[src/rtl/dht_poll_scheduler.sv]
// dht_poll_scheduler: periodically triggers a DHT reader transaction and
// validates the returned frame. It retries failed reads and commits good
// frames to the I2C-facing register only while the I2C slave is idle.
//
// Ports:
//   CLCK        system clock (rising edge)
//   RST         synchronous active-high reset
//   enable      polling enable; only honoured in IDLE and GAP
//   i2c_busy    I2C slave transaction in progress (synchronous)
//   dht_start   one-cycle pulse that launches a reader transaction
//   dht_done    one-cycle pulse: reader transaction finished
//   dht_err     reader protocol error (valid with dht_done)
//   dht_data    raw frame {hum_int, hum_dec, tmp_int, tmp_dec, checksum}
//   regdata     last committed good frame
//   data_valid  a good frame has been committed since reset
//   fault       the most recent poll failed after all retries
//   err_count   saturating count of failed polls
module dht_poll_scheduler #(
    parameter int unsigned POLL_PERIOD = 100000000,
    parameter int unsigned RETRY_GAP   = 5000000,
    parameter int unsigned TIMEOUT     = 2000000,
    parameter int unsigned RETRY_MAX   = 2
) (
    input  logic        CLCK,
    input  logic        RST,
    input  logic        enable,
    input  logic        i2c_busy,
    output logic        dht_start,
    input  logic        dht_done,
    input  logic        dht_err,
    input  logic [39:0] dht_data,
    output logic [39:0] regdata,
    output logic        data_valid,
    output logic        fault,
    output logic [7:0]  err_count
);

    localparam int unsigned GAP_MAX = (POLL_PERIOD > RETRY_GAP) ? POLL_PERIOD : RETRY_GAP;
    localparam int unsigned GAP_W   = $clog2(GAP_MAX + 1);
    localparam int unsigned TO_W    = (TIMEOUT > 1) ? $clog2(TIMEOUT) : 1;
    localparam int unsigned RT_W    = (RETRY_MAX > 0) ? $clog2(RETRY_MAX + 1) : 1;

    localparam logic [TO_W-1:0]  TO_LAST    = TO_W'(TIMEOUT - 1);
    localparam logic [GAP_W-1:0] POLL_LOAD  = GAP_W'(POLL_PERIOD);
    localparam logic [GAP_W-1:0] RETRY_LOAD = GAP_W'(RETRY_GAP);
    localparam logic [RT_W-1:0]  RETRY_LIM  = RT_W'(RETRY_MAX);

    typedef enum logic [2:0] {
        IDLE        = 3'd0,
        START       = 3'd1,
        WAIT_DONE   = 3'd2,
        CHECK       = 3'd3,
        COMMIT_WAIT = 3'd4,
        GAP         = 3'd5
    } state_t;

    state_t            state;
    logic [TO_W-1:0]   tcnt;
    logic [GAP_W-1:0]  gcnt;
    logic [RT_W-1:0]   retry;
    logic [39:0]       shadow_data;
    logic              shadow_err;

    logic [7:0]        sum_c;
    logic              frame_good_c;
    logic              fail_c;
    logic              commit_c;

    // Frame validation and the two shared outcomes (commit / failure).
    always_comb begin
        sum_c        = shadow_data[39:32] + shadow_data[31:24]
                     + shadow_data[23:16] + shadow_data[15:8];
        frame_good_c = !shadow_err && (sum_c == shadow_data[7:0]);
        // dht_done in the final timeout cycle takes precedence over the timeout.
        fail_c       = ((state == WAIT_DONE) && !dht_done && (tcnt == TO_LAST))
                     || ((state == CHECK) && !frame_good_c);
        commit_c     = !i2c_busy &&
                       (((state == CHECK) && frame_good_c) || (state == COMMIT_WAIT));
    end

    // Sequencer; commit and failure handling follow the case so they override it.
    always_ff @(posedge CLCK) begin
        if (RST) begin
            state       <= IDLE;
            dht_start   <= 1'b0;
            regdata     <= 40'h0;
            data_valid  <= 1'b0;
            fault       <= 1'b0;
            err_count   <= 8'h00;
            tcnt        <= '0;
            gcnt        <= '0;
            retry       <= '0;
            shadow_data <= 40'h0;
            shadow_err  <= 1'b0;
        end else begin
            dht_start <= 1'b0;

            case (state)
                IDLE: begin
                    if (enable) begin
                        state     <= START;
                        dht_start <= 1'b1;
                    end
                end
                START: begin
                    tcnt  <= '0;
                    state <= WAIT_DONE;
                end
                WAIT_DONE: begin
                    if (dht_done) begin
                        shadow_data <= dht_data;
                        shadow_err  <= dht_err;
                        state       <= CHECK;
                    end else if (tcnt != TO_LAST) begin
                        tcnt <= tcnt + TO_W'(1);
                    end
                end
                CHECK: begin
                    if (frame_good_c && i2c_busy) begin
                        state <= COMMIT_WAIT;
                    end
                end
                COMMIT_WAIT: begin
                    state <= COMMIT_WAIT;
                end
                GAP: begin
                    if (gcnt != '0) begin
                        gcnt <= gcnt - GAP_W'(1);
                    end
                    // Leave after the counter has been decremented to zero.
                    if (gcnt <= GAP_W'(1)) begin
                        if (enable) begin
                            state     <= START;
                            dht_start <= 1'b1;
                        end else begin
                            state <= IDLE;
                        end
                    end
                end
                default: state <= IDLE;
            endcase

            if (commit_c) begin
                regdata    <= shadow_data;
                data_valid <= 1'b1;
                fault      <= 1'b0;
                retry      <= '0;
                gcnt       <= POLL_LOAD;
                state      <= GAP;
            end

            if (fail_c) begin
                if (retry < RETRY_LIM) begin
                    retry <= retry + RT_W'(1);
                    gcnt  <= RETRY_LOAD;
                end else begin
                    fault <= 1'b1;
                    if (err_count != 8'hFF) begin
                        err_count <= err_count + 8'd1;
                    end
                    retry <= '0;
                    gcnt  <= POLL_LOAD;
                end
                state <= GAP;
            end
        end
    end

endmodule

[config.mk]
export PLATFORM = sky130hd
export DESIGN_NAME = dht_poll_scheduler
export DESIGN_NICKNAME = d
export VERILOG_FILES = /design/src/rtl/dht_poll_scheduler.sv
export SDC_FILE = /design/constraint.sdc
export NUM_CORES = 1
export LEC_CHECK = 0
export BUFFER_PORTS_ARGS = -buffer_cell sky130_fd_sc_hd__buf_2
export CORE_UTILIZATION = 50
export CTS_CLUSTER_SIZE = 10
export DETAILED_ROUTE_END_ITERATION = 10
export GPL_TIMING_DRIVEN = 0
export PLACE_DENSITY = 0.71
export SETUP_SLACK_MARGIN = 0.3
export SLEW_MARGIN = 20
export SYNTH_ARGS = -nofsm -noshare
export SYNTH_HDL_FRONTEND = slang
export SYNTH_SLANG_ARGS = --single-unit
[constraint.sdc]
create_clock -name CLCK -period 5.25 [get_ports CLCK]
set_input_delay 0.7875 -clock CLCK [delete_from_list [all_inputs] [get_ports CLCK]]
set_output_delay 0.7875 -clock CLCK [all_outputs]
set_load 0.01 [all_outputs]
---- Word-level counts from Yosys, hierarchy flattened ----
Index checks and enable logic that the tools add are counted.
W data, S select, Z words.
word-level totals
  memories kept ........................... 0
  output and inout bits ................... 51
  logic and storage cells ................. 92
  register bits ........................... 145
  bits in writable memories ............... 0
  latch bits .............................. 0
  memory bits (read-only) ................. 0
  input bits .............................. 46
cells by class
  eq/ne operators ......................... 19
  shift operators ......................... 0
  reduce and logical (&&, ||, !) cells .... 26
  bitwise logic cells ..................... 1
  multiplexer cells ....................... 25
  multiply operators ...................... 0
  magnitude comparators ................... 2
  divide/modulo/power cells ............... 0
  add/sub/neg operators ................... 7
operators by type and width
  cell                     number
  $mux W27                 5
  $mux W21                 2
  $pmux W21 S2             1
  $le A27 B1 Y1 const B    1
  $reduce_bool A27 Y1      1
  $sub A27 B1 Y27 const B  1
  $add A8 B8 Y8            3
  $add A21 B1 Y21 const B  1
  $eq A21 B21 Y1 const B   1
  $ne A21 B21 Y1 const B   1
  $mux W3                  6
  $pmux W3 S6              1
  $ne A4 B4 Y1 const B     3
  $add A8 B1 Y8 const B    1
  $eq A8 B8 Y1             1
  $ne A2 B2 Y1 const B     4
  $ne A8 B8 Y1 const B     1
  $reduce_and A4 Y1        2
  $logic_and A1 B1 Y1      7
  $eq A3 B2 Y1 const B     2
  $eq A3 B3 Y1 const B     2
  $mux W1                  6
  $mux W2                  3
  $reduce_and A3 Y1        2
  14 further kinds         22

---- Logic depth before layout (Yosys ltp) ----
Gate-level depths: netlist (run 1).
  word-level depth ........................ 11
  depth in mapped cells ................... 16
  gate-level depth less buffers ........... 14

---- Worst setup path after synthesis (run 1) ----
No wires, ideal clock.
  path type ............................... reg-to-reg
  from .................................... register shadow_data[9]
  to ...................................... register regdata[10]
  path slack .............................. 1.177 ns
  arrival ................................. 3.945 ns
  period minus slack after synthesis ...... 4.073 ns
  stages on the path, launching flop included .. 15
  buffers on the path ..................... 1
  library setup time ...................... 0.128 ns
  data required time ...................... 5.122 ns
  path through ............................ dfxtp_1 > fa_1 > inv_1 > fa_1 > inv_1 > ha_1 > fa_1 > xor2_1 > or4_4 > nor4_4 > a41oi_2 > nor2_4 > buf_12 > mux2i_1 > nor2_1
on the way
  word-level cells in the longest chain between the ends .. 6
RTL lines
  item                    line  text
  from (decl)             61    logic [39:0] shadow_data;
  from (signal assigned)  111   shadow_data <= dht_data;
  $add A8 B8 Y8           72    + shadow_data[23:16] + shadow_data[15:8];
  $eq A8 B8 Y1            73    frame_good_c = !shadow_err && (sum_c == shadow_data[7:0]);
  $logic_and A1 B1 Y1     73
  $logic_and A1 B1 Y1     78    (((state == CHECK) && frame_good_c) || (state == COMMIT_WAIT));
  $logic_or A1 B1 Y1      78
  $logic_and A1 B1 Y1     77    commit_c = !i2c_busy &&
  to (signal assigned)    144   regdata <= shadow_data;
  to (decl)               32    output logic [39:0] regdata,
Every way passes these cells.
A chain may end at the register's enable or synchronous reset.

---- Final worst setup path (run 1) ----
  from .................................... register shadow_data[9]
  to ...................................... register err_count[1]
on the way
  word-level cells in the longest chain between the ends .. 7
RTL lines
  item                         line  text
  $add A8 B8 Y8                72
  $eq A8 B8 Y1                 73
  $logic_and A1 B1 Y1          73
  $logic_not A1 Y1             76    || ((state == CHECK) && !frame_good_c);
  $logic_and A1 B1 Y1          76
  $logic_or A1 B1 Y1           76
  $reduce_and A3 Y1 (no line)  n/a
  to (signal assigned)         159   err_count <= err_count + 8'd1;
  to (decl)                    35    output logic [7:0] err_count
Every way passes these cells.

==> results.sh, run 1 <==
export IMPL_p_leak_uw=0.00325
export IMPL_die_w_um=118
export IMPL_outcome="complete, no violations"
export IMPL_grt_pass1_vias=5212
export IMPL_crit_fanout=10
export IMPL_cp_slowest_cell="fa_1"
export IMPL_grt_overflow_total=0
export IMPL_coreArea_mm2=0.0132
export IMPL_root_buffer="clkbuf_16"
export IMPL_syn_inst=752
export IMPL_pre_cts_slack_ns=0.857
export IMPL_crit_path_max_incr_delay_ns=0.54
export IMPL_via_per_inst=5.25
export IMPL_place_area_mm2=0.00743
export IMPL_die_y_um=118
export IMPL_clock_latency_ns=0.42
export IMPL_path_cells="fa_1 > inv_1 > fa_1 > inv_1 > ha_1 > fa_1 > xor2_1 > or4_4 > nor4_4 > a31oi_1 > o211ai_1 > buf_2 > mux2i_1 > nor2_1"
export IMPL_ys_seq_area_frac=0.431
export IMPL_cp_data_arrival_time_ns=4.69
export IMPL_rsz0062_at_grt="false"
export IMPL_cts_num_sinks=145
export IMPL_io_pins=97
export IMPL_antenna_found_initial=0
export IMPL_dr_pass1_iters=5
export IMPL_period_minus_slack_ns=4.40
export IMPL_finalHoldViolations=0
export IMPL_diodes=0
export IMPL_cpLargestDelayFamily="adder cells"
export IMPL_finalSetupViolations=0
export IMPL_crit_buf_inv=3
export IMPL_post_cts_buffers=0
export IMPL_yosysTopAreaCell="dfxtp_1"
export IMPL_reg2reg_slack_ns=0.85
export IMPL_maxCapViolCount=0
export IMPL_layout_cells_non_filler=1055
export IMPL_synth_edff_count=0
export IMPL_dp_cells=1024
export IMPL_fmax_mhz=227
export IMPL_layout_commonest_cell="dfxtp_1"
export IMPL_finClkSkew_ns=0.00964
export IMPL_critPathCaptureType="register"
export IMPL_io_buffers=96
export IMPL_syn_to_final_growth_pct=19.1
export IMPL_setup_ws_ns=0.854
export IMPL_crit_top_cell="fa_1"
export IMPL_setup_tns_ns=0
export IMPL_gp_congestion=0.849
export IMPL_cts_resized=0
export IMPL_syn_area_per_cell_um2=8.95
export IMPL_netlist_top_cells_area="dfxtp_1 (43%), mux2i_1 (6.2%), nand2_1 (5.9%), nor2_1 (5.7%), a21oi_1 (5.1%)"
export IMPL_drc=0
export IMPL_tightest_slew_ns=0.694
export IMPL_tritoncts="yes"
export IMPL_clock_path_buffers=2
export IMPL_numCtsBuffers=17
export IMPL_first_iter_violations=357
export IMPL_synthDominantCellAreaShare=0.431
export IMPL_grt_max_degree=17
export IMPL_hpwl_um=11200
export IMPL_syn_nets=823
export IMPL_slew_viol_final=0
export IMPL_synthArstFlopShare=0
export IMPL_period_share=0.837
export IMPL_grt_first_pass_wirelength_um=26200
export IMPL_layout_cell_area_non_filler_mm2=0.00802
export IMPL_required_ns=5.54
export IMPL_holdBufCountCts=0
export IMPL_initial_core_util=0.510
export IMPL_drive_gt1_frac=0.176
export IMPL_layout_nets=938
export IMPL_start_kind="register"
export IMPL_power_uw=3000
export IMPL_htreeDepth=4
export IMPL_yosys_warnings=0
export IMPL_hold_class="reg2reg"
export IMPL_worst_slew_margin_rel=0.537
export IMPL_cellPowerDensity_mw_per_mm2=374
export IMPL_wire_per_inst_um=14.8
export IMPL_floorplan_rows=42
export IMPL_die_area_mm2=0.0139
export IMPL_path_clk_slew_ns=0.06
export IMPL_ys_seq_elements=145
export IMPL_route_vias_total=5537
export IMPL_synth_ff_type="dfxtp_1"
export IMPL_syn_area_mm2=0.00673
export IMPL_grt_total_usage=0.237
export IMPL_layout_common_cells="dfxtp_1 (145), nand2_1 (106), nor2_1 (102), buf_2 (101), a21oi_1 (68)"
export IMPL_wirelength_um=15700
export IMPL_ir_worst_vdd_uv=234
export IMPL_path_class="reg2reg"
export IMPL_synth_cell_types=60
export IMPL_drtAntennaViolNets=0
## cell families (layout without fill, tap and decap cells)
group | count (synthesis) | count (layout) | synth area share
multiplexers | 42 | 42 | 0.0625
flip-flops | 145 | 145 | 0.431
buffers and inverters | 61 | 188 | 0.0474
adder cells (fa/ha/maj) | 25 | 25 | 0.0621
AO/OA/AOI/OAI | 126 | 126 | 0.115
XOR/XNOR | 54 | 54 | 0.0736
AND/OR/NAND/NOR | 299 | 299 | 0.208
## worst paths after layout
kind / start / to / cells after the start
setup / recovery: shadow_data[9] / err_count[1] / 14
hold / removal: shadow_err / shadow_err / 2
setup reg to reg: shadow_data[9] / err_count[1] / 14
hold reg to reg: shadow_err / shadow_err / 2
## cell type report
class,count,area [um2]
multi-input combinational,546,3510
timing repair buffer,96,480
fill,1179,5170
inverter,24,90.1
sequential,145,2900
clock inverter,11,139
tap,176,220
buffer,37,229
clock buffer,20,447
## registers in the layout (all words and copies together) (netlist names), 2 cells and up
signal       cells
tcnt            21
gcnt            27
shadow_data     40
state            3
retry            2
regdata         40
err_count        8
## tightest hold or removal path: stages, from the launching register on
cell	delay (ns)
dfxtp_1	0.31
nand2_1	0.05
a21oi_1	0.05
## cells in the mapped netlist, types with 4 or more instances
cell type and instances:
dfxtp_1 145, nand2_1 106, nor2_1 102, a21oi_1 68, mux2i_1 42, xnor2_1 30, clkbuf_1 25, inv_1 24
nand3_1 21, xor2_1 21, fa_1 14, o21ai_0 12, ha_1 11, o21ai_1 10, or3_1 10, and3_1 9
nor4_1 8, a31oi_1 6, nor3_1 6, or4_1 6, buf_2 5, buf_12 4, nand4_1 4
## per-layer routing
layer	global-route usage	vias to the layer above	part of all wire
met2	0.355	138	0.43
met1	0.336	2593	0.50
met4	0.0761	0	0.016
met5	0	-	0
met3	0.0557	19	0.050
li1	-	2787	-
## power by group
group	total [uW]	leakage, uW	switching [uW]	internal (uW)
clock network	1210	0.000285	458	753
registers	1200	0.00117	47.6	1150
logic	590	0.00180	344	246
## metrics by stage
step | hold slack (ns) | utilization
final | 0.458 | 0.608
after global routing | 0.476 | 0.608
after CTS | 0.456 | 0.608
after detailed placement | 0.448 | 0.563
after global placement | 0.448 | 0.563
after floorplan | 0.436 | -
Note: power is estimated with default switching activity, not from simulation.
==> inputs of run 2 (changes only) <==
==> constraint.sdc (replaced) <==
create_clock -name CLCK -period 4.1 [get_ports CLCK]
set_input_delay 0.615 -clock CLCK [delete_from_list [all_inputs] [get_ports CLCK]]
set_output_delay 0.615 -clock CLCK [all_outputs]
set_load 0.01 [all_outputs]
==> run 2 against run 1 <==
The flow now finishes with violations (setup timing). Clock-buffer cell count stayed put. Setup slack worse by 0.92 ns. Final cell count is 2.6% higher. Sequential power is 28% higher. Die area stayed put. Maximum frequency is 5.5% higher. Register-to-register slack worse by 0.92 ns. Combinational power is 61% higher. Hold slack worse by 0.040 ns. Flip-flop and latch count stayed put. Largest cell class unchanged. Largest power group is now registers.
==> results.sh, run 2 (same netlist as run 1, synthesis figures left out) <==
export IMPL_floorplan_rows=42
export IMPL_io_pins=97
export IMPL_start_kind="register"
export IMPL_reg2reg_slack_ns=-0.07
export IMPL_cp_slowest_cell="fa_1"
export IMPL_p_leak_uw=0.00347
export IMPL_grt_max_degree=17
export IMPL_worstRegToRegCells=16
export IMPL_finClkSkew_ns=0.00890
export IMPL_antenna_found_initial=0
export IMPL_violations="setup timing"
export IMPL_fmax_mhz=240
export IMPL_coreArea_mm2=0.0132
export IMPL_finalHoldViolations=0
export IMPL_diodes=0
export IMPL_holdBufCountCts=0
export IMPL_hpwl_um=11100
export IMPL_crit_buf_inv=5
export IMPL_slew_viol_final=0
export IMPL_path_cells="fa_1 > inv_2 > fa_1 > inv_1 > ha_2 > fa_1 > xor2_1 > or4_4 > nor4_4 > buf_4 > a31oi_4 > o211ai_1 > buf_4 > buf_6 > mux2i_1 > nor2_1"
export IMPL_die_y_um=118
export IMPL_critPathCaptureType="register"
export IMPL_numCtsBuffers=17
export IMPL_outcome="complete, but fails checks"
export IMPL_cp_depth=16
export IMPL_crit_fanout=5
export IMPL_path_class="reg2reg"
export IMPL_dr_pass1_iters=5
export IMPL_drive_gt1_frac=0.263
export IMPL_endpoint="err_count[1]"
export IMPL_gp_congestion=0.802
export IMPL_maxCapViolCount=0
export IMPL_cp_data_arrival_time_ns=4.45
export IMPL_worst_slew_margin_rel=0.359
export IMPL_cellPowerDensity_mw_per_mm2=460
export IMPL_wirelength_um=17100
export IMPL_wire_per_inst_um=15.8
export IMPL_clock_path_buffers=2
export IMPL_rr_startpoint="shadow_data[9]"
export IMPL_layout_nets=964
export IMPL_power_uw=3970
export IMPL_period_share=1.02
export IMPL_reg2reg_to="err_count[1]"
export IMPL_cts_num_sinks=145
export IMPL_clock_latency_ns=0.43
export IMPL_drtAntennaViolNets=0
export IMPL_route_vias_total=5861
export IMPL_first_iter_violations=336
export IMPL_cpLargestDelayFamily="adder cells"
export IMPL_fillCellCount=1099
export IMPL_grt_first_pass_wirelength_um=26700
export IMPL_grt_pass1_vias=5403
export IMPL_path_clk_slew_ns=0.06
export IMPL_via_per_inst=5.42
export IMPL_htreeDepth=4
export IMPL_crit_path_max_incr_delay_ns=0.55
export IMPL_drc=0
export IMPL_pre_cts_slack_ns=-0.136
export IMPL_required_ns=4.39
export IMPL_setup_ws_ns=-0.0655
export IMPL_ir_worst_vdd_uv=302
export IMPL_layout_common_cells="dfxtp_1 (143), nand2_1 (102), buf_2 (99), nor2_1 (89), a21oi_1 (54)"
export IMPL_die_w_um=118
export IMPL_crit_top_cell="fa_1"
export IMPL_syn_to_final_growth_pct=28.3
export IMPL_place_area_mm2=0.00744
export IMPL_tightest_slew_ns=0.954
export IMPL_top_regs="regdata (40), shadow_data (40), gcnt (27)"
export IMPL_layout_cell_area_non_filler_mm2=0.00863
export IMPL_die_area_mm2=0.0139
export IMPL_finalSetupViolations=20
export IMPL_hold_class="in2reg"
export IMPL_root_buffer="clkbuf_16"
export IMPL_initial_core_util=0.510
export IMPL_rsz0062_at_grt="true"
export IMPL_io_buffers=96
export IMPL_critPathLaunch="shadow_data[9]"
export IMPL_tritoncts="yes"
export IMPL_grt_total_usage=0.244
export IMPL_layout_commonest_cell="dfxtp_1"
export IMPL_period_minus_slack_ns=4.17
export IMPL_grt_overflow_total=0
[run 2: changes by cell type in the layout (fill, tap and decap cells not counted), sizes merged]
cell    before  now
buf        108  131
clkbuf      45   47
inv         24   26
clkinv       6    7
bufinv       3    1
bufbuf       0    1
[run 2: cell type report]
cell class / instances / area [um2] / share of cell area
multi-input combinational: 546 / 3780 / 0.438
sequential: 145 / 2910 / 0.337
timing repair buffer: 122 / 808 / 0.0936
clock buffer: 20 / 457 / 0.0529
buffer: 37 / 265 / 0.0307
tap: 176 / 220 / 0.0255
clock inverter: 12 / 109 / 0.0126
inverter: 24 / 90.1 / 0.0104
[run 2: what timing repair did]
| action | in CTS | in global routing |
|---|---|---|
| gates resized for setup | 37 | 52 |
| endpoints found under the setup margin | 80 | 80 |
| pin swaps | 9 | 17 |
| cloned | 3 | 3 |
| setup buffers | 17 | 3 |
[run 2: worst register-to-register path, cell delays in order (launching register included)]
cell,delay [ns]
dfxtp_2,0.33
fa_1,0.55
inv_2,0.04
fa_1,0.50
inv_1,0.04
ha_2,0.17
fa_1,0.44
xor2_1,0.16
or4_4,0.50
nor4_4,0.22
buf_4,0.18
a31oi_4,0.08
o211ai_1,0.25
buf_4,0.18
buf_6,0.12
mux2i_1,0.20
nor2_1,0.06
[run 2: how the worst min path moves through the flow]
| stage | slack [ns] | cells after the start | endpoint | start |
|---|---|---|---|---|
| after floorplan | 0.44 | 2 | shadow_err | shadow_err |
| after global placement | 0.45 | 2 | shadow_err | shadow_err |
| after detailed placement | 0.45 | 2 | shadow_err | shadow_err |
| after CTS | 0.41 | 3 | shadow_data[28] | dht_data[28] |
| after global routing | 0.42 | 3 | shadow_data[31] | dht_data[31] |
| final | 0.42 | 3 | shadow_data[31] | dht_data[31] |
[run 2: where the power goes]
| part | leakage, uW | internal (uW) | switching [uW] | total (uW) |
|---|---|---|---|---|
| Combinational | 0.00202 | 413 | 537 | 950 |
| Sequential | 0.00117 | 1470 | 63.5 | 1540 |
| Clock | 0.000277 | 867 | 614 | 1480 |
[run 2: per-stage QoR]
stage,util,TNS [ns],hold slack [ns],std cells
final,0.654,-0.492,0.418,1082
after global routing,0.654,-9.40,0.417,1082
after CTS,0.632,-0.748,0.408,1076
after detailed placement,0.564,-5.07,0.453,1024
after global placement,0.564,-4.26,0.452,1024
after floorplan,-,0,0.436,752
[run 2: metal layers]
metal / share of wire / routed length (um) / track usage
met1: 0.48 / 8140 / 0.337
met2: 0.45 / 7670 / 0.365
met3: 0.054 / 927 / 0.0654
met4: 0.020 / 350 / 0.0841
met5: 0 / 0 / 0
==> inputs of run 3 (changes only) <==
--- a/config.mk
+++ b/config.mk
@@ -5,12 +5,11 @@
 export SDC_FILE = /design/constraint.sdc
 export NUM_CORES = 1
 export LEC_CHECK = 0
-export BUFFER_PORTS_ARGS = -buffer_cell sky130_fd_sc_hd__buf_2
-export CORE_UTILIZATION = 50
+export CORE_UTILIZATION = 35
 export CTS_CLUSTER_SIZE = 10
 export DETAILED_ROUTE_END_ITERATION = 10
+export DONT_BUFFER_PORTS = 1
 export GPL_TIMING_DRIVEN = 0
-export PLACE_DENSITY = 0.71
 export SETUP_SLACK_MARGIN = 0.3
 export SLEW_MARGIN = 20
 export SYNTH_ARGS = -nofsm -noshare
==> constraint.sdc (replaced) <==
create_clock -name CLCK -period 5.15 [get_ports CLCK]
set_input_delay 0.7725 -clock CLCK [delete_from_list [all_inputs] [get_ports CLCK]]
set_output_delay 0.7725 -clock CLCK [all_outputs]
set_load 0.01 [all_outputs]
==> run 3 against run 2 <==
Clock skew grew 0.0027 ns. The run now ends clean. Global-route usage shrank 7.0 points. Combinational power is 38% lower. Critical path depth fell by 2. Hold slack better by 0.045 ns. Wire length is 3.9% lower. Register-to-register slack improved by 0.83 ns.
==> results.sh, run 3 (same netlist as run 1, synthesis figures left out) <==
export IMPL_outcome="complete, no violations"
export IMPL_fillCellCount=1895
export IMPL_layout_nets=842
export IMPL_numCtsBuffers=17
export IMPL_crit_path_max_incr_delay_ns=0.54
export IMPL_finClkSkew_ns=0.0116
export IMPL_setup_ws_ns=0.768
export IMPL_critPathCaptureType="register"
export IMPL_grt_first_pass_wirelength_um=26300
export IMPL_path_clk_slew_ns=0.06
export IMPL_die_w_um=141
export IMPL_utilization=0.407
export IMPL_htreeDepth=4
export IMPL_grt_pass1_vias=4872
export IMPL_clock_latency_ns=0.42
export IMPL_io_buffers=0
export IMPL_wirelength_um=16400
export IMPL_maxCapViolCount=0
export IMPL_rsz0062_at_grt="false"
export IMPL_layout_cells_non_filler=1018
export IMPL_cts_num_sinks=145
export IMPL_via_per_inst=5.06
export IMPL_route_vias_total=5153
export IMPL_top_regs="regdata (40), shadow_data (40), gcnt (27)"
export IMPL_holdBufCountCts=0
export IMPL_die_area_mm2=0.0198
export IMPL_tritoncts="yes"
export IMPL_slew_viol_final=0
export IMPL_cpLargestDelayFamily="adder cells"
export IMPL_worst_slew_margin_rel=0.561
export IMPL_cp_slowest_cell="fa_1"
export IMPL_drive_gt1_frac=0.0779
export IMPL_pwr_share_comb=0.188
export IMPL_power_uw=3120
export IMPL_p_leak_uw=0.00281
export IMPL_floorplan_rows=50
export IMPL_crit_top_cell="fa_1"
export IMPL_cp_data_arrival_time_ns=4.67
export IMPL_intPower_uw=2230
export IMPL_io_pins=97
export IMPL_finalSetupViolations=0
export IMPL_crit_fanout=10
export IMPL_layout_commonest_cell="dfxtp_1"
export IMPL_grt_overflow_total=0
export IMPL_dp_cells=986
export IMPL_start_kind="register"
export IMPL_ir_worst_vdd_uv=220
export IMPL_wire_per_inst_um=16.1
export IMPL_layout_common_cells="dfxtp_1 (145), nand2_1 (106), nor2_1 (102), a21oi_1 (68), mux2i_1 (42)"
export IMPL_tightest_slew_ns=0.659
export IMPL_fmax_mhz=228
export IMPL_required_ns=5.44
export IMPL_period_minus_slack_ns=4.38
export IMPL_hpwl_um=12200
export IMPL_holdPathStages=2
export IMPL_path_cells="fa_1 > inv_1 > fa_1 > inv_1 > ha_1 > fa_1 > xor2_1 > or4_4 > nor4_4 > a41oi_2 > nor2_4 > buf_12 > mux2i_1 > nor2_1"
export IMPL_switching_power_uw=883
export IMPL_clock_path_buffers=2
export IMPL_gp_congestion=0.793
export IMPL_cellPowerDensity_mw_per_mm2=407
export IMPL_cts_resized=0
export IMPL_post_cts_buffers=0
export IMPL_worstRegToRegCells=14
export IMPL_seqPwrFrac=0.393
export IMPL_crit_buf_inv=3
export IMPL_antenna_found_initial=1
export IMPL_pre_cts_slack_ns=0.733
export IMPL_initial_core_util=0.359
export IMPL_first_iter_violations=365
export IMPL_pwr_share_clk=0.419
export IMPL_setup_tns_ns=0
export IMPL_syn_to_final_growth_pct=13.6
export IMPL_dr_pass1_iters=4
export IMPL_coreArea_mm2=0.0188
export IMPL_period_share=0.851
export IMPL_finalHoldViolations=0
export IMPL_die_y_um=141
export IMPL_path_class="reg2reg"
export IMPL_switching_share=0.283
export IMPL_hold_class="reg2reg"
export IMPL_root_buffer="clkbuf_16"
export IMPL_drc=0
export IMPL_grt_total_usage=0.174
export IMPL_cp_depth=14
export IMPL_grt_max_degree=17
export IMPL_drtAntennaViolNets=0
==> run 3: cell types whose count changed in the layout (fill, tap and decap cells not counted), moves of 6 or more <==
cell / change
buf_2: -94
a21oi_1: +14
o21ai_1: +6
o21ai_2: -9
buf_6: -8
nor2_1: +13
a21oi_2: -14
buf_4: -13
nor2_4: -8
==> run 3: path summary, 6_finish.rpt <==
| path | start | to | slack, ns |
|---|---|---|---|
| min | shadow_err | shadow_err | 0.46 |
| max | shadow_data[9] | regdata[28] | 0.77 |
| max reg2reg | shadow_data[9] | regdata[28] | 0.77 |
| min reg2reg | shadow_err | shadow_err | 0.46 |
==> run 3: area by class of cell <==
| class | count | area [um2] | share of cell area |
|---|---|---|---|
| multi-input combinational | 546 | 3510 | 0.459 |
| sequential | 145 | 2900 | 0.380 |
| inverter | 24 | 90.1 | 0.0118 |
| clock buffer | 18 | 439 | 0.0574 |
| antenna | 1 | 2.50 | 0.000327 |
| clock inverter | 13 | 183 | 0.0239 |
| buffer | 37 | 229 | 0.0299 |
| tap | 234 | 293 | 0.0383 |
==> run 3: power by group through the flow <==
stage / Sequential, uW / Combinational (uW) / Clock, uW
floorplan: 1230 / 473 / 0
global placement: 1250 / 583 / 0
detailed placement: 1250 / 585 / 0
CTS: 1220 / 590 / 1340
global route: 1230 / 654 / 1390
finish: 1220 / 585 / 1310
==> run 3: through the flow <==
| step | hold WS [ns] | area (um2) |
|---|---|---|
| 6_report | 0.463 | 7650 |
| 5_1_grt | 0.456 | 7640 |
| 4_1_cts | 0.464 | 7640 |
| 3_5_place_dp | 0.456 | 7020 |
| 3_3_place_gp | 0.450 | 7020 |
| 2_1_floorplan | 0.436 | 6730 |
==> run 3: routing by layer <==
metal	GRT usage	up-vias	wire, um
li1	-	2598	-
met4	0.0538	0	225
met2	0.265	104	7450
met3	0.0571	17	905
met5	0	-	0
met1	0.233	2434	7840
==> run 3: worst register-to-register path, cell delays in order (launching register included) <==
cell and delay, ns:
dfxtp_1 0.34, fa_1 0.54, inv_1 0.05, fa_1 0.49, inv_1 0.04, ha_1 0.22, fa_1 0.45, xor2_1 0.15
or4_4 0.50, nor4_4 0.45, a41oi_2 0.22, nor2_4 0.35, buf_12 0.20, mux2i_1 0.19, nor2_1 0.07
